`src/rtl/arb_pkg.sv`:
```
`default_nettype none
// ============================================================================
// Package     : arb_pkg
// Description : Shared types and constants for apb_arbiter_n. Holds the
//               arbitration mode enum, the APB register offsets, the CTRL
//               bit positions and the CTRL MODE field decoder.
// Revision    : 1.0 - initial release
// ============================================================================
package arb_pkg;

  typedef enum logic [1:0] {
    ARB_FIXED = 2'd0,
    ARB_RR    = 2'd1,
    ARB_HOLD  = 2'd2
  } arb_mode_e;

  // Byte offsets of the APB registers
  localparam logic [7:0] REG_CTRL     = 8'h00;
  localparam logic [7:0] REG_SW_REQ   = 8'h04;
  localparam logic [7:0] REG_GNT_STAT = 8'h08;
  localparam logic [7:0] REG_REQ_STAT = 8'h0C;
  localparam logic [7:0] REG_GNT_CNT  = 8'h10;

  // CTRL register bit positions
  localparam int CTRL_EN_BIT      = 0;
  localparam int CTRL_BYPASS_BIT  = 1;
  localparam int CTRL_MODE_LSB    = 2;
  localparam int CTRL_CNT_CLR_BIT = 4;

  // The raw MODE field is stored as written; the reserved encoding 3
  // behaves as fixed priority.
  function automatic arb_mode_e decode_mode(input logic [1:0] raw);
    case (raw)
      2'd1:    return ARB_RR;
      2'd2:    return ARB_HOLD;
      default: return ARB_FIXED;
    endcase
  endfunction

endpackage : arb_pkg
`default_nettype wire

```
`src/rtl/apb_arbiter_n_if.sv`:
```
`default_nettype none
// ============================================================================
// Interface   : apb_arbiter_n_if
// Description : APB3 configuration bus for apb_arbiter_n.
// Signals     : PSEL, PENABLE, PWRITE, PADDR[ADDR_W], PWDATA[DATA_W]
//               (master -> slave); PRDATA[DATA_W], PREADY, PSLVERR
//               (slave -> master).
// Modports    : master (bus driver / testbench), slave (arbiter).
// Revision    : 1.0 - initial release
// ============================================================================
interface apb_arbiter_n_if #(
  parameter int ADDR_W = 8,
  parameter int DATA_W = 32
) ();

  logic              PSEL;
  logic              PENABLE;
  logic              PWRITE;
  logic [ADDR_W-1:0] PADDR;
  logic [DATA_W-1:0] PWDATA;
  logic [DATA_W-1:0] PRDATA;
  logic              PREADY;
  logic              PSLVERR;

  modport master (
    output PSEL, PENABLE, PWRITE, PADDR, PWDATA,
    input  PRDATA, PREADY, PSLVERR
  );

  modport slave (
    input  PSEL, PENABLE, PWRITE, PADDR, PWDATA,
    output PRDATA, PREADY, PSLVERR
  );

endinterface : apb_arbiter_n_if
`default_nettype wire

```
`src/rtl/arb_core.sv`:
```
`default_nettype none
// ============================================================================
// Module      : arb_core
// Description : Combinational grant search. Fixed mode picks the lowest
//               set ereq bit; RR/hold modes search from ptr+1 upward with
//               wrap N-1 -> 0 (hold override lives in the caller).
// Ports       : ereq[N]      effective request vector
//               mode         decoded arbitration mode
//               ptr[IDX_W]   index of the last round-robin winner
//               gnt_nxt[N]   one-hot-or-zero candidate grant
//               win_idx      index of the winner (0 when none)
//               win_valid    at least one request present
// Revision    : 1.0 - initial release
// ============================================================================
module arb_core
  import arb_pkg::*;
#(
  parameter int N     = 8,
  parameter int IDX_W = 3
) (
  input  logic [N-1:0]     ereq,
  input  arb_mode_e        mode,
  input  logic [IDX_W-1:0] ptr,
  output logic [N-1:0]     gnt_nxt,
  output logic [IDX_W-1:0] win_idx,
  output logic             win_valid
);

  logic [IDX_W:0] cand;

  // Both searches scan from the lowest priority candidate to the highest
  // so the last hit recorded is the winner; no early-exit flag needed.
  always_comb begin
    gnt_nxt   = '0;
    win_idx   = '0;
    win_valid = 1'b0;
    cand      = '0;
    if (mode == ARB_FIXED) begin
      for (int i = N - 1; i >= 0; i--) begin
        if (ereq[i]) begin
          win_idx   = IDX_W'(i);
          win_valid = 1'b1;
        end
      end
    end else begin
      // Offset k = N lands back on ptr itself, so it is the last resort.
      for (int k = N; k >= 1; k--) begin
        cand = {1'b0, ptr} + (IDX_W+1)'(k);
        if (cand >= (IDX_W+1)'(N)) begin
          cand = cand - (IDX_W+1)'(N);
        end
        if (ereq[cand[IDX_W-1:0]]) begin
          win_idx   = cand[IDX_W-1:0];
          win_valid = 1'b1;
        end
      end
    end
    if (win_valid) begin
      gnt_nxt[win_idx] = 1'b1;
    end
  end

endmodule : arb_core
`default_nettype wire

```
`src/rtl/apb_arbiter_n.sv`:
```
`default_nettype none
// ============================================================================
// Module      : apb_arbiter_n
// Description : N-requester arbiter (fixed / round-robin / hold round-robin)
//               with software bypass requests and an APB3 register port.
//               Grant is registered, one-hot or zero, 1-cycle latency.
// Ports       : PCLK      clock for APB and arbitration
//               PRESETn   asynchronous active-low reset
//               apb       APB3 slave (apb_arbiter_n_if.slave)
//               req[N]    hardware requests
//               gnt[N]    registered grant
// Options     : ARB_GNT_CNT_EN - adds the 32-bit saturating new-grant
//               counter at offset 0x10; otherwise 0x10 is unmapped.
// Revision    : 1.0 - initial release
// ============================================================================
module apb_arbiter_n
  import arb_pkg::*;
#(
  parameter int N      = 8,
  parameter int ADDR_W = 8,
  parameter int DATA_W = 32
) (
  input  logic           PCLK,
  input  logic           PRESETn,
  apb_arbiter_n_if.slave apb,
  input  logic [N-1:0]   req,
  output logic [N-1:0]   gnt
);

  localparam int IDX_W = (N > 1) ? $clog2(N) : 1;

  // Register state
  logic             en_q, en_d;
  logic             bypass_q, bypass_d;
  logic [1:0]       mode_q, mode_d;
  logic [N-1:0]     sw_req_q, sw_req_d;
  logic [N-1:0]     gnt_q, gnt_d;
  logic [IDX_W-1:0] ptr_q, ptr_d;

  // APB decode
  logic              access;
  logic              wr;
  logic [ADDR_W-1:0] addr;
  logic              hit_ctrl, hit_sw_req, hit_gnt_stat, hit_req_stat, hit_cnt;
  logic              mapped;
  logic [DATA_W-1:0] rdata;
  logic              cnt_clr;
  logic [31:0]       cnt_rd;

  // Arbitration
  arb_mode_e        mode;
  logic [N-1:0]     ereq;
  logic [N-1:0]     core_gnt;
  logic [IDX_W-1:0] core_idx;
  logic             core_valid;

  assign access = apb.PSEL & apb.PENABLE;
  assign wr     = access & apb.PWRITE;
  assign addr   = {apb.PADDR[ADDR_W-1:2], 2'b00};

  assign hit_ctrl     = (addr == ADDR_W'(REG_CTRL));
  assign hit_sw_req   = (addr == ADDR_W'(REG_SW_REQ));
  assign hit_gnt_stat = (addr == ADDR_W'(REG_GNT_STAT));
  assign hit_req_stat = (addr == ADDR_W'(REG_REQ_STAT));

  // Register-file next state; RO and unmapped writes simply fall through.
  always_comb begin
    en_d     = en_q;
    bypass_d = bypass_q;
    mode_d   = mode_q;
    sw_req_d = sw_req_q;
    cnt_clr  = 1'b0;
    if (wr && hit_ctrl) begin
      en_d     = apb.PWDATA[CTRL_EN_BIT];
      bypass_d = apb.PWDATA[CTRL_BYPASS_BIT];
      mode_d   = apb.PWDATA[CTRL_MODE_LSB +: 2];
      cnt_clr  = apb.PWDATA[CTRL_CNT_CLR_BIT];
    end
    if (wr && hit_sw_req) begin
      sw_req_d = apb.PWDATA[N-1:0];
    end
  end

  // Registered values only, so writes influence arbitration one cycle later
  // and a same-cycle SW_REQ write sees the old value.
  assign mode = decode_mode(mode_q);
  assign ereq = bypass_q ? sw_req_q : req;

  arb_core #(
    .N     (N),
    .IDX_W (IDX_W)
  ) u_core (
    .ereq      (ereq),
    .mode      (mode),
    .ptr       (ptr_q),
    .gnt_nxt   (core_gnt),
    .win_idx   (core_idx),
    .win_valid (core_valid)
  );

  // Hold keeps the current owner while it still requests. ptr only tracks
  // round-robin winners so fixed-mode traffic does not disturb RR fairness.
  always_comb begin
    gnt_d = gnt_q;
    ptr_d = ptr_q;
    if (!en_q) begin
      gnt_d = '0;
    end else if ((mode == ARB_HOLD) && ((gnt_q & ereq) != '0)) begin
      gnt_d = gnt_q;
    end else begin
      gnt_d = core_gnt;
      if (core_valid && (mode != ARB_FIXED)) begin
        ptr_d = core_idx;
      end
    end
  end

  always_ff @(posedge PCLK or negedge PRESETn) begin
    if (!PRESETn) begin
      en_q     <= 1'b1;
      bypass_q <= 1'b0;
      mode_q   <= 2'd0;
      sw_req_q <= '0;
      gnt_q    <= '0;
      ptr_q    <= IDX_W'(N - 1);
    end else begin
      en_q     <= en_d;
      bypass_q <= bypass_d;
      mode_q   <= mode_d;
      sw_req_q <= sw_req_d;
      gnt_q    <= gnt_d;
      ptr_q    <= ptr_d;
    end
  end

`ifdef ARB_GNT_CNT_EN
  logic [31:0] gnt_cnt_q, gnt_cnt_d;

  // Counting on gnt_d lines the increment up with the edge that loads the
  // new grant; a new grant is nonzero and differs from the current one.
  always_comb begin
    gnt_cnt_d = gnt_cnt_q;
    if (cnt_clr) begin
      gnt_cnt_d = '0;
    end else if ((gnt_d != '0) && (gnt_d != gnt_q) && (gnt_cnt_q != '1)) begin
      gnt_cnt_d = gnt_cnt_q + 32'd1;
    end
  end

  always_ff @(posedge PCLK or negedge PRESETn) begin
    if (!PRESETn) begin
      gnt_cnt_q <= '0;
    end else begin
      gnt_cnt_q <= gnt_cnt_d;
    end
  end

  assign hit_cnt = (addr == ADDR_W'(REG_GNT_CNT));
  assign cnt_rd  = gnt_cnt_q;

  logic unused_bits;
  assign unused_bits = ^{apb.PWDATA, apb.PADDR[1:0]};
`else
  assign hit_cnt = 1'b0;
  assign cnt_rd  = '0;

  logic unused_bits;
  assign unused_bits = ^{apb.PWDATA, apb.PADDR[1:0], cnt_clr, REG_GNT_CNT};
`endif

  always_comb begin
    rdata  = '0;
    mapped = 1'b1;
    if (hit_ctrl) begin
      rdata[CTRL_EN_BIT]        = en_q;
      rdata[CTRL_BYPASS_BIT]    = bypass_q;
      rdata[CTRL_MODE_LSB +: 2] = mode_q;
    end else if (hit_sw_req) begin
      rdata[N-1:0] = sw_req_q;
    end else if (hit_gnt_stat) begin
      rdata[N-1:0] = gnt_q;
    end else if (hit_req_stat) begin
      rdata[N-1:0] = ereq;
    end else if (hit_cnt) begin
      rdata = DATA_W'(cnt_rd);
    end else begin
      mapped = 1'b0;
    end
  end

  assign apb.PRDATA  = (access && !apb.PWRITE && mapped) ? rdata : '0;
  assign apb.PSLVERR = access & ~mapped;
  assign apb.PREADY  = 1'b1;
  assign gnt         = gnt_q;

endmodule : apb_arbiter_n
`default_nettype wire
```
`src/flat_wrapper.sv`:
```
// flat-port wrapper written by rule: the top's interface ports become plain ports
module apb_arbiter_n_flat import arb_pkg::*;
#(
  parameter int N      = 8,
  parameter int ADDR_W = 8,
  parameter int DATA_W = 32
)
  (PCLK, PRESETn, req, gnt, apb_PSEL, apb_PENABLE, apb_PWRITE, apb_PADDR, apb_PWDATA, apb_PRDATA, apb_PREADY, apb_PSLVERR);
  apb_arbiter_n_if #(.ADDR_W(ADDR_W), .DATA_W(DATA_W)) apb_i ();
  input  logic PCLK;
  input  logic PRESETn;
  input  logic [N-1:0] req;
  output logic [N-1:0] gnt;
  input wire logic [$bits(apb_i.PSEL)-1:0] apb_PSEL;
  input wire logic [$bits(apb_i.PENABLE)-1:0] apb_PENABLE;
  input wire logic [$bits(apb_i.PWRITE)-1:0] apb_PWRITE;
  input wire logic [$bits(apb_i.PADDR)-1:0] apb_PADDR;
  input wire logic [$bits(apb_i.PWDATA)-1:0] apb_PWDATA;
  output wire logic [$bits(apb_i.PRDATA)-1:0] apb_PRDATA;
  output wire logic [$bits(apb_i.PREADY)-1:0] apb_PREADY;
  output wire logic [$bits(apb_i.PSLVERR)-1:0] apb_PSLVERR;
  assign apb_i.PSEL = apb_PSEL;
  assign apb_i.PENABLE = apb_PENABLE;
  assign apb_i.PWRITE = apb_PWRITE;
  assign apb_i.PADDR = apb_PADDR;
  assign apb_i.PWDATA = apb_PWDATA;
  assign apb_PRDATA = apb_i.PRDATA;
  assign apb_PREADY = apb_i.PREADY;
  assign apb_PSLVERR = apb_i.PSLVERR;
  apb_arbiter_n #(.N(N), .ADDR_W(ADDR_W), .DATA_W(DATA_W)) u_core (.PCLK(PCLK), .PRESETn(PRESETn), .apb(apb_i), .req(req), .gnt(gnt));
endmodule
```
`config.mk`:
```
export PLATFORM = sky130hd
export DESIGN_NAME = apb_arbiter_n_flat
export DESIGN_NICKNAME = d
export VERILOG_FILES = /design/src/rtl/arb_pkg.sv /design/src/rtl/apb_arbiter_n_if.sv /design/src/rtl/arb_core.sv /design/src/rtl/apb_arbiter_n.sv /design/src/flat_wrapper.sv
export SDC_FILE = /design/constraint.sdc
export NUM_CORES = 1
export LEC_CHECK = 0
export ABC_AREA = 1
export BUFFER_PORTS_ARGS = -buffer_cell sky130_fd_sc_hd__buf_2
export CAP_MARGIN = 20
export CORE_ASPECT_RATIO = 0.8
export CORE_MARGIN = 2
export CORE_UTILIZATION = 25
export DETAILED_ROUTE_END_ITERATION = 8
export MAX_ROUTING_LAYER = met4
export PLACE_DENSITY_LB_ADDON = 0.05
export SYNTH_ARGS = -nofsm -noshare
export SYNTH_HDL_FRONTEND = slang
export SYNTH_SLANG_ARGS = --single-unit
```
`constraint.sdc`:
```
create_clock -name PCLK -period 5 [get_ports PCLK]
set_input_delay 1 -clock PCLK [delete_from_list [all_inputs] [get_ports PCLK]]
set_output_delay 1 -clock PCLK [all_outputs]
set_load 0.01 [all_outputs]
```
Word-level counts from Yosys, hierarchy flattened
Cells that the tools add are included.
Widths: inputs -> output; s select.
{"block": "totals", "ff_bits": 23, "in_bits": 53, "out_inout_bits": 42, "elab_cells": 149}
{"block": "classes", "n_addsub": 16, "n_lt_le_gt_ge": 18, "n_eq_ne": 7, "muxes": 83, "bitwise": 6, "reduce_logical": 13}
{"op": "$mux 3", "count": 33}
{"op": "$mux 8", "count": 7}
{"op": "$lt 3x4->1 const B", "count": 9}
{"op": "$ge 4x4->1 const B", "count": 8}
{"op": "$mux 32", "count": 1}
{"op": "$mux 1", "count": 30}
{"op": "$bmux 1 s3", "count": 8}
{"op": "$sub 3x1->3 const B", "count": 8}
{"op": "$add 3x3->4 const B", "count": 4}
{"op": "$eq 6x2->1 const B", "count": 2}
{"op": "$add 3x2->4 const B", "count": 2}
{"op": "$and 8x8->8", "count": 1}
{"op": "$logic_not 8->1", "count": 1}
{"op": "$mux 4", "count": 2}
{"op": "$reduce_bool 8->1", "count": 1}
{"op": "$logic_and 1x1->1", "count": 7}
{"op": "$eq 6x1->1 const B", "count": 1}
{"op": "$add 3x1->4 const B", "count": 1}
{"op": "$add 3x4->4 const B", "count": 1}
{"op": "$eq 2x2->1 const B", "count": 2}
{"op": "$pmux 2 s2", "count": 1}
{"op": "$and 1x1->1", "count": 3}
{"op": "$demux 1 s3", "count": 1}
{"op": "$ge 3x1->1 const B", "count": 1}
{"op": "7 further kinds", "count": 8}

Longest topological paths before layout
Gate-level depths: netlist of the first run.
{"block": "logic_depth", "ltp_word": 22, "mapped_depth": 21, "mapped_depth_nobuf": 19}

Cells and area by module
Synthesis of the first run repeated with hierarchy kept, for this count alone.
{"block": "unflattened", "hier_cells": 421, "area_unflattened_um2": 2722.6}
{"module": "apb_arbiter_n", "n_inst": 1, "cells_each": 243, "area_each_um2": 1706.6, "seq_area_each_um2": 580.6}
{"module": "arb_core", "n_inst": 1, "cells_each": 178, "area_each_um2": 1016.0, "seq_area_each_um2": 0.0}

Least setup slack after synthesis of the first run
OpenSTA, ideal clock, no wires.
{"block": "synth_timing", "path_kind": "input to output", "startpoint": "in apb_PADDR[7]", "endpoint": "out apb_PRDATA[0]", "t_arrival_ns": 2.422, "required_time_ns": 4.000, "setup_slack_ns": 1.578, "path_stages": 5, "path_buffers": 0, "cell_sequence": "nor2_1 -> inv_1 -> nor4_1 -> a22oi_1 -> a221oi_1"}
{"block": "synth_via", "elab_chain_len": 7, "elab_cells_between_ends": 14, "cone_classes": "eq/ne: 3; mux: 9; reduce/logical: 2"}
{"element": "start: declaration", "line_no": "flat_wrapper.sv:17", "source": "input wire logic [$bits(apb_i.PADDR)-1:0] apb_PADDR;"}
{"element": "$eq 6x2->1", "line_no": "apb_arbiter_n.sv:64", "source": "assign hit_req_stat = (addr == ADDR_W'(REG_REQ_STAT));"}
{"element": "$mux 1", "line_no": "apb_arbiter_n.sv:182", "source": "end else if (hit_req_stat) begin"}
{"element": "$mux 1", "line_no": "apb_arbiter_n.sv:180", "source": "end else if (hit_gnt_stat) begin"}
{"element": "$mux 1", "line_no": "apb_arbiter_n.sv:178", "source": "end else if (hit_sw_req) begin"}
{"element": "$mux 1", "line_no": "apb_arbiter_n.sv:174", "source": "if (hit_ctrl) begin"}
{"element": "$logic_and 1x1->1", "line_no": "apb_arbiter_n.sv:191", "source": "assign apb.PRDATA = (access && !apb.PWRITE && mapped) ? rdata : '0;"}
{"element": "$mux 32 *", "line_no": "apb_arbiter_n.sv:191"}
{"element": "end: declaration", "line_no": "flat_wrapper.sv:19", "source": "output wire logic [$bits(apb_i.PRDATA)-1:0] apb_PRDATA;"}
Mark *: on every way between the ends. The rest lies on a longest branch, timed or not.

Final worst setup path of the first run
{"block": "layout_timing", "startpoint": "in apb_PADDR[7]", "endpoint": "out apb_PRDATA[4]"}
The elaborated chain is that of the path after synthesis.

==> results of run 1 <==
synth_stat cells, types with 2 or more instances:
cell type | instances | area, µm²
a21oi_1 | 19 | 95.1
a221oi_1 | 6 | 52.6
a22oi_1 | 4 | 30.0
buf_2 | 2 | 10.0
buf_4 | 25 | 188
buf_6 | 2 | 22.5
conb_1 | 2 | 7.51
dfrtp_1 | 19 | 475
dfstp_2 | 4 | 105
ha_1 | 3 | 37.5
inv_1 | 46 | 173
inv_2 | 2 | 7.51
nand2_1 | 102 | 383
nand2_2 | 11 | 68.8
nand2_4 | 9 | 101
nand3_1 | 40 | 200
nand3_2 | 11 | 110
nor2_1 | 17 | 63.8
nor2_2 | 2 | 12.5
nor3_1 | 3 | 15.0
nor4_1 | 2 | 12.5
nor4_2 | 2 | 25.0
o21ai_0 | 15 | 75.1
o21ai_1 | 4 | 20.0
o22ai_1 | 3 | 18.8
xnor2_1 | 2 | 17.5
metal layers:
| metal | vias to the layer above | GRT usage (%) |
|---|---|---|
| li1 | 1218 | - |
| met1 | 1013 | 22.3 |
| met2 | 48 | 21.1 |
| met3 | 2 | 1.92 |
| met4 | 0 | 1.52 |
| met5 | - | - |
registers in the layout (all words and copies together) (netlist names):
register and flops:
u_core.ptr_q 3, u_core.mode_q 2, u_core.en_q 1, u_core.sw_req_q 8
u_core.gnt 8, u_core.bypass_q 1
power by group through the flow:
stage               sequential [mW]  combinational, mW  clock [mW]
global route                  0.217              0.385       0.201
finish                        0.214              0.331       0.187
floorplan                     0.205              0.284           0
CTS                           0.215              0.335       0.192
global placement              0.218              0.336           0
detailed placement            0.218              0.334           0
worst reg2reg max path, delay by kind of cell (launching register included):
family | cells | cell delay, ns
buffers and inverters | 3 | 0.45
adder cells (fa/ha/maj) | 1 | 0.41
flip-flops | 1 | 0.68
AND/OR/NAND/NOR | 12 | 1.05
AO/OA/AOI/OAI | 1 | 0.18
final timing paths:
check,start,end,slack [ns],depth (start not counted)
min in group asynchronous,PRESETn,u_core.mode_q[0]$_DFFE_PN0P_,0.72,1
setup / recovery,apb_PADDR[7],apb_PRDATA[4],1.22,9
setup reg to reg,u_core.ptr_q[0]$_DFFE_PN1P_,u_core.gnt[7]$_DFFE_PN0P_,2.19,17
hold / removal,u_core.mode_q[0]$_DFFE_PN0P_,u_core.mode_q[0]$_DFFE_PN0P_,0.50,2
hold reg to reg,u_core.mode_q[0]$_DFFE_PN0P_,u_core.mode_q[0]$_DFFE_PN0P_,0.50,2
max in group asynchronous,PRESETn,u_core.sw_req_q[5]$_DFFE_PN0P_,3.91,1
kinds of logic (layout without fill, tap and decap cells):
group                    count (synthesis)  count (layout)  share of synthesized area (%)
AND/OR/NAND/NOR                        200             200                           41.4
buffers and inverters                   81              98                           18.2
AO/OA/AOI/OAI                           54              54                           13.5
flip-flops                              23              23                           24.0
adder cells (fa/ha/maj)                  3               3                           1.55
XOR/XNOR                                 3               3                           1.08
other                                    2              25                          0.310
layout make-up:
| cell class | count | area (µm²) | area share (%) |
|---|---|---|---|
| clock buffer | 3 | 75.1 | 2.75 |
| sequential | 23 | 581 | 21.3 |
| tap | 119 | 149 | 5.46 |
| clock inverter | 1 | 7.51 | 0.275 |
| multi-input combinational | 285 | 1490 | 54.6 |
| timing repair buffer | 44 | 223 | 8.17 |
| inverter | 50 | 203 | 7.44 |
==> results_dict.tcl, run 1 <==
set metrics [dict create \
    cts_tree "done" \
    post_cts_buffers 0 \
    drv_slew 0 \
    clk_pin_slew_ns 0.07 \
    crit_path_end_kind "output port" \
    status "complete, no violations" \
    worst_slack_ns 1.22 \
    final_cell_area_um2 2730 \
    slew_headroom_pct 50.8 \
    power.share.clock_pct 25.6 \
    final_cell_mix "nand2_1 (102), inv_1 (46), buf_2 (43)" \
    drt-total-wl_mm 7.12 \
    post-route-util_pct 28.6 \
    die_x_um 114 \
    skew_ns 0.00512 \
    avgRoutedWirePerCell_um 13.6 \
    tightestPinTransition_ns 0.733 \
    grtUsageTotal_pct 14.6 \
    drive_gt1_share_pct 23.2 \
    m1WireLength_mm 4.05 \
    critical_path_arrival_ns 2.78 \
    ctsResizeCount 0 \
    ys_seq_elements 23 \
    swShare_pct 43.4 \
    clkSinkCount 23 \
    final_cells 525 \
    report.power.total_uw 733 \
    leakage_nw 1.46 \
    slowest_delay_ns 0.62 \
    globalplace.congestion 0.830 \
    rows 32 \
    grt_pass1_wl_mm 11.9 \
    diodes 0 \
    p_comb_share_pct 45.2 \
    placed_area_um2 2640 \
    hold_ws_ns 0.499 \
    finalHoldViolCount 0 \
    syn_to_final_growth_pct 12.4 \
    hpwl_mm 5.95 \
    cts_root_buffer "clkbuf_16" \
    path_cells "buf_2 -> nor2_1 -> inv_1 -> nor4_1 -> inv_1 -> o21ai_0 -> o21ai_0 -> inv_1 -> buf_2" \
    path_delay_family "simple AND/OR/NAND/NOR gates" \
    cap_violations 0 \
    die-area_um2 10500 \
    drtAntennaViolNets 0 \
    rsz0062_at_grt "no" \
    drc 0 \
    clock.fmax_ghz 0.264 \
    die_y_um 92.1 \
    grt_pass1_vias 2290 \
    dp_slack_ns 1.23 \
    synth_edf_count 0 \
    drt_iter0_drc 136 \
    grt_overflow_total 0 \
    clock_latency_ns 0.26 \
    start_util_pct 25.4 \
    fin_crit_sh_pct 75.7 \
    wl_met2_mm 2.82 \
    synth_warnings 0 \
    critPathLaunchType "primary input" \
    grt_max_degree 24 \
    path_max_fanout 5 \
    async_reset_ff_share_pct 100 \
    path_class "in -> out" \
    hold_class "reg -> reg" \
    vdd_drop_max_mv 0.141 \
    ys.flop_type "dfrtp_1" \
    powerDensity_nw_per_um2 269 \
    p_int_uw 414 \
    critPathSlowestCell "nor4_1" \
    port-buffer-count 43 \
    crit_buf_inv 5 \
    cp_common_cell "inv_1" \
    nets 463 \
    cp.required_ns 4.00 \
    ioPinCount 95 \
    vias 2281 \
    wl_met3_um 228 \
    fillers 1086 \
    power.share.sequential_pct 29.3 \
    finalSetupTns_ns 0 \
    p_sw_uw 318 \
    post-place-cells 521 \
    holdBufCountCts 0 \
    synth_area_um2 2420 \
    synth_cell_types 35 \
    core_area_um2 9530 \
    cts.path.max_buffers 2 \
    ys_seq_area_share_pct 24.0 \
    syn_inst 366 \
    drtPass1Iterations 4 \
    avgSynthCellArea_um2 6.62 \
    cts_max_level 1 \
    antenna_found_initial 0 \
    highest_layer "met4" \
    layout_commonest_cell "nand2_1" \
    avgViaCountPerCell 4.34 \
    numCtsBuffers 3 \
    period_needed_ns 3.78 \
    finalSetupViolCount 0 \
]
No activity file was read; power rests on OpenSTA's default activity.
==> run 2: changes to the inputs <==
- clock period: 5 -> 3.7 ns (I/O delays scaled with it)
==> run 2 against run 1 <==
  * Register-to-register slack got worse by 1.3 ns
  * Via count increased by 1.8%
  * Global-route usage decreased by 0.11 points
  * Worst setup slack got worse by 0.53 ns
  * Largest cell class unchanged
  * Clock skew decreased by 0.0015 ns
  * Sequential power increased by 36%
  * Clock power increased by 35%
  * Die area unchanged
  * Final cell count increased by 0.38%
==> results_dict.tcl, run 2 (synthesis results as in run 1) <==
set metrics [dict create \
    status "complete, no violations" \
    core_area_um2 9530 \
    slowest_delay_ns 0.51 \
    grt_max_degree 24 \
    fin_crit_sh_pct 81.5 \
    clock_latency_ns 0.26 \
    cts.path.max_buffers 2 \
    nets 465 \
    swShare_pct 43.3 \
    clk_pin_slew_ns 0.07 \
    critical_path_arrival_ns 2.27 \
    final_cell_area_um2 2740 \
    rsz0062_at_grt "no" \
    cts_tree "done" \
    ioPinCount 95 \
    critPathLaunchType "primary input" \
    skew_ns 0.00364 \
    grtUsageTotal_pct 14.5 \
    ctsResizeCount 0 \
    drc 0 \
    power.share.clock_pct 25.5 \
    start_util_pct 25.4 \
    drive_gt1_share_pct 23.5 \
    drtPass1Iterations 4 \
    vias 2322 \
    post_cts_buffers 0 \
    leakage_nw 1.48 \
    grt_overflow_total 0 \
    avgViaCountPerCell 4.41 \
    path_delay_family "simple AND/OR/NAND/NOR gates" \
    finalSetupViolCount 0 \
    drtAntennaViolNets 0 \
    cp.required_ns 2.96 \
    hold_class "in -> async" \
    rows 32 \
    p_sw_uw 428 \
    drv_slew 0 \
    cts_max_level 1 \
    holdBufCountCts 0 \
    diodes 0 \
    slew_headroom_pct 58.2 \
    die_y_um 92.1 \
    numCtsBuffers 3 \
    finalHoldViolCount 0 \
    port-buffer-count 43 \
    die-area_um2 10500 \
    critPathSlowestCell "nor4_2" \
    globalplace.congestion 0.831 \
    cp_common_cell "buf_2" \
    antenna_found_initial 0 \
    tightestPinTransition_ns 0.627 \
    final_cell_mix "nand2_1 (102), inv_1 (46), buf_2 (43)" \
    avgRoutedWirePerCell_um 13.4 \
    layout_commonest_cell "nand2_1" \
    crit_path_end_kind "output port" \
    clock.fmax_ghz 0.332 \
    drt_iter0_drc 154 \
    powerDensity_nw_per_um2 361 \
    path_class "in -> out" \
    hpwl_mm 5.91 \
    grt_pass1_vias 2297 \
    die_x_um 114 \
    cap_violations 0 \
    p_comb_share_pct 45.2 \
    cts_root_buffer "clkbuf_16" \
    crit_buf_inv 3 \
    vdd_drop_max_mv 0.189 \
    clkSinkCount 23 \
    placed_area_um2 2660 \
    grt_pass1_wl_mm 11.8 \
    path_max_fanout 6 \
    finalSetupTns_ns 0 \
    syn_to_final_growth_pct 13.1 \
    drt-total-wl_mm 7.08 \
    power.share.sequential_pct 29.3 \
    p_int_uw 560 \
    path_cells "buf_2 -> nor2_1 -> inv_1 -> nor4_2 -> a21oi_1 -> a221oi_1 -> buf_2" \
    period_needed_ns 3.01 \
    report.power.total_uw 988 \
    hold_ws_ns 0.462 \
]
-- run 2: changes by cell type in the layout (fill, tap and decap cells not counted) --
cell | before | now
buf_4 | 1 | 3
-- run 2: through the flow --
step | util (%) | cells | setup WS [ns]
floorplan | - | 389 | 0.798
global placement | 27.9 | 523 | 0.649
detailed placement | 27.9 | 523 | 0.677
CTS | 28.8 | 527 | 0.671
global route | 28.8 | 527 | 0.513
finish | 28.8 | 527 | 0.686
-- run 2: worst paths after layout --
path                                               from                            to  slack, ns  cells past startpoint
max                                        apb_PADDR[7]                 apb_PRDATA[0]       0.69                      7
min                                             PRESETn  u_core.mode_q[0]$_DFFE_PN0P_       0.46                      1
max reg2reg                 u_core.ptr_q[0]$_DFFE_PN1P_     u_core.gnt[3]$_DFFE_PN0P_       0.91                     17
min reg2reg                u_core.mode_q[0]$_DFFE_PN0P_  u_core.mode_q[0]$_DFFE_PN0P_       0.51                      2
max in group asynchronous                       PRESETn   u_core.ptr_q[0]$_DFFE_PN1P_       2.86                      1
min in group PCLK          u_core.mode_q[0]$_DFFE_PN0P_  u_core.mode_q[0]$_DFFE_PN0P_       0.51                      2
-- run 2: cell type report --
| class | count | area [µm²] |
|---|---|---|
| Inverter | 50 | 203 |
| Fill cell | 1106 | 6790 |
| Tap cell | 119 | 149 |
| Clock buffer | 3 | 75.1 |
| Sequential cell | 23 | 581 |
| Multi-Input combinational cell | 285 | 1490 |
| Clock inverter | 1 | 7.51 |
| Timing Repair Buffer | 46 | 238 |
-- run 2: routing by layer --
metal	part of all wire, %	global-route usage, %	vias up
met5	0	-	-
met2	40	20.7	57
met4	0.32	1.52	0
li1	-	-	1227
met1	54	22.1	1036
met3	5.1	2.25	2
-- run 2: power groups by stage --
stage / logic, mW / clock network [mW] / registers (mW)
after floorplan: 0.384 / 0 / 0.277
after global placement: 0.454 / 0 / 0.295
after detailed placement: 0.452 / 0 / 0.295
after CTS: 0.453 / 0.260 / 0.290
after global routing: 0.526 / 0.275 / 0.292
final: 0.447 / 0.252 / 0.290
==> run 3: changes to the inputs <==
- ABC_AREA: 1 -> 0
- clock period: 3.7 -> 2.4 ns (I/O delays scaled with it)
==> run 3 against run 2 <==
  * The run now ends with negative setup slack left
  * Die area up 29%
  * Critical path type is now reg -> reg
  * Total power rose to 6.3 times the previous value
  * Worst setup slack worse by 1.5 ns
  * Largest power group unchanged
  * Clock skew about the same
  * First-iteration DRC count up 19%
==> results_dict.tcl, run 3 <==
set metrics [dict create \
    status "finished, violations left" \
    violations "negative setup slack" \
    crit_path_end_kind "register" \
    ys_top_cells_by_count "nor2_1 (35), buf_4 (25), mux2i_1 (24), mux4_2 (24), nand2_1 (24)" \
    die_x_um 129 \
    synth_top_area_cell "mux4_2" \
    rsz0062_at_grt "yes" \
    leakage_nw 2.07 \
    skew_ns 0.00409 \
    critical_path_arrival_ns 3.38 \
    grt_overflow_total 0 \
    period_needed_ns 3.21 \
    synth_edf_count 0 \
    multi_input_area_um2 2560 \
    synth_warnings 0 \
    final_cell_mix "buf_4 (100), buf_2 (42), nor2_1 (34)" \
    synth_cell_types 56 \
    ys_seq_elements 23 \
    avgViaCountPerCell 4.89 \
    drtAntennaViolNets 0 \
    post-synth-top-count-cell "nor2_1" \
    hold_class "in -> async" \
    drive_gt1_share_pct 57.2 \
    clkSinkCount 23 \
    grt_pass1_wl_mm 18.3 \
    critPathSlowestCell "dfstp_2" \
    syn_to_final_growth_pct 50.4 \
    cts.path.max_buffers 2 \
    finalSetupViolCount 17 \
    drtPass1Iterations 4 \
    nets 531 \
    cp.required_ns 2.57 \
    numCtsBuffers 3 \
    avgRoutedWirePerCell_um 18.4 \
    slowest_delay_ns 0.60 \
    cap_violations 0 \
    final_cell_area_um2 4730 \
    clk_pin_slew_ns 0.06 \
    drt_iter0_drc 183 \
    globalplace.congestion 0.834 \
    rows 36 \
    port-buffer-count 43 \
    regArea_um2 582 \
    diodes 0 \
    synth_area_um2 3150 \
    grt_pass1_vias 3054 \
    cts_root_buffer "clkbuf_16" \
    drc 0 \
    fin_crit_sh_pct 134 \
    hpwl_mm 9.44 \
    slew_headroom_pct 61.3 \
    tightestPinTransition_ns 0.581 \
    finalHoldViolCount 0 \
    ys_seq_area_share_pct 18.4 \
    async_reset_ff_share_pct 100 \
    clock_latency_ns 0.26 \
    worst_slack_ns -0.807 \
    cts_tree "done" \
    ys.flop_type "dfrtp_1" \
    antenna_found_initial 0 \
    holdBufCountCts 0 \
    avgSynthCellArea_um2 9.48 \
    vias 3157 \
    layout_commonest_cell "buf_4" \
    crit_start "u_core.ptr_q[0]$_DFFE_PN1P_" \
    grtUsageTotal_pct 18.2 \
    drv_slew 0 \
    dp_slack_ns -0.877 \
    grt_max_degree 24 \
    die-area_um2 13500 \
    syn_inst 332 \
    core_area_um2 12300 \
    ioPinCount 95 \
    path_cells "buf_8 -> mux4_2 -> mux4_2 -> buf_6 -> nor3_2 -> buf_4 -> nor4b_4 -> or4b_4 -> o31ai_2" \
    path_max_fanout 7 \
    clock.fmax_ghz 0.312 \
    vdd_drop_max_mv 0.858 \
    r2r-start "u_core.ptr_q[0]$_DFFE_PN1P_" \
    powerDensity_nw_per_um2 1310 \
    cp_common_cell "mux4_2" \
    die_y_um 104 \
    start_util_pct 25.7 \
    synth_top_area_share_pct 17.2 \
    critPathLaunchType "register" \
    fillers 1314 \
    path_class "reg -> reg" \
    drt-total-wl_mm 11.9 \
    cts_max_level 1 \
    placed_area_um2 4170 \
    yosys-top-cells-area "mux4_2 (17%), dfrtp_1 (15%), mux2i_1 (7.6%)" \
]
-- run 3: power by group --
part	internal [mW]	switching, mW	leakage [nW]
registers	0.503	0.0853	0.291
clock network	0.227	0.146	0.0382
logic	2.72	2.50	1.74
total	3.45	2.73	2.07
-- run 3: critical path: cells and delay by family (launching register included) --
family	cells	cell delay, ns
mux	2	1.08
simple gates	3	0.76
flops	1	0.60
buf+inv	3	0.47
compound gates	1	0.21
-- run 3: cells by family after synthesis --
logic type	Yosys count	synth area share [%]
adders and majority gates	3	1.19
DFF	23	18.4
muxes	81	38.5
xor gates and xnor gates	2	1.03
AOI/OAI and AO/OA	71	15.4
buffers and inverters	63	12.0
and+or+nand+nor	87	13.1
other	2	0.239
-- run 3: per-layer routing --
| metal | vias up | wire, µm | GRT usage (%) |
|---|---|---|---|
| met3 | 4 | 592 | 3.45 |
| met2 | 78 | 5120 | 25.5 |
| li1 | 1487 | - | - |
| met1 | 1588 | 6120 | 28.2 |
| met5 | - | 0 | - |
| met4 | 0 | 37 | 1.08 |
-- run 3: worst paths after layout --
check / end / slack (ns) / cells past startpoint
min in group PCLK: u_core.en_q$_DFFE_PN1P_ / 0.44 / 3
max in group asynchronous: u_core.bypass_q$_DFFE_PN0P_ / 1.77 / 1
max reg2reg: u_core.gnt[4]$_DFFE_PN0P_ / -0.81 / 9
min reg2reg: u_core.gnt[7]$_DFFE_PN0P_ / 0.56 / 2
min: u_core.mode_q[1]$_DFFE_PN0P_ / 0.22 / 1
max: u_core.gnt[4]$_DFFE_PN0P_ / -0.81 / 9
-- run 3: final cells by class --
cell class,count,area share (%)
flip-flops and latches,23,12.3
clock buffers,4,1.67
well taps,171,4.52
repair buffers,162,26.1
multi-input cells,269,54.0
inverters,16,1.37
-- run 3: timing repair --
item	in CTS	in global routing
pin swaps	14	19
resized for setup	35	40
endpoints found under the setup margin	19	19
buffers inserted	7	13
hold endpoints to repair	0	0
cloned	1	0
-- run 3: per-stage QoR --
stage	instances	hold WS (ns)	TNS, ns	total power [mW]	util [%]
after floorplan	355	0.184	-10.25	3.35	-
after detailed placement	623	0.516	-8.68	4.80	34.0
after global placement	623	0.512	-8.52	4.87	34.0
after CTS	635	0.236	-8.24	5.76	36.7
after global routing	645	0.253	-10.72	6.60	38.6
final	645	0.216	-9.09	6.18	38.6
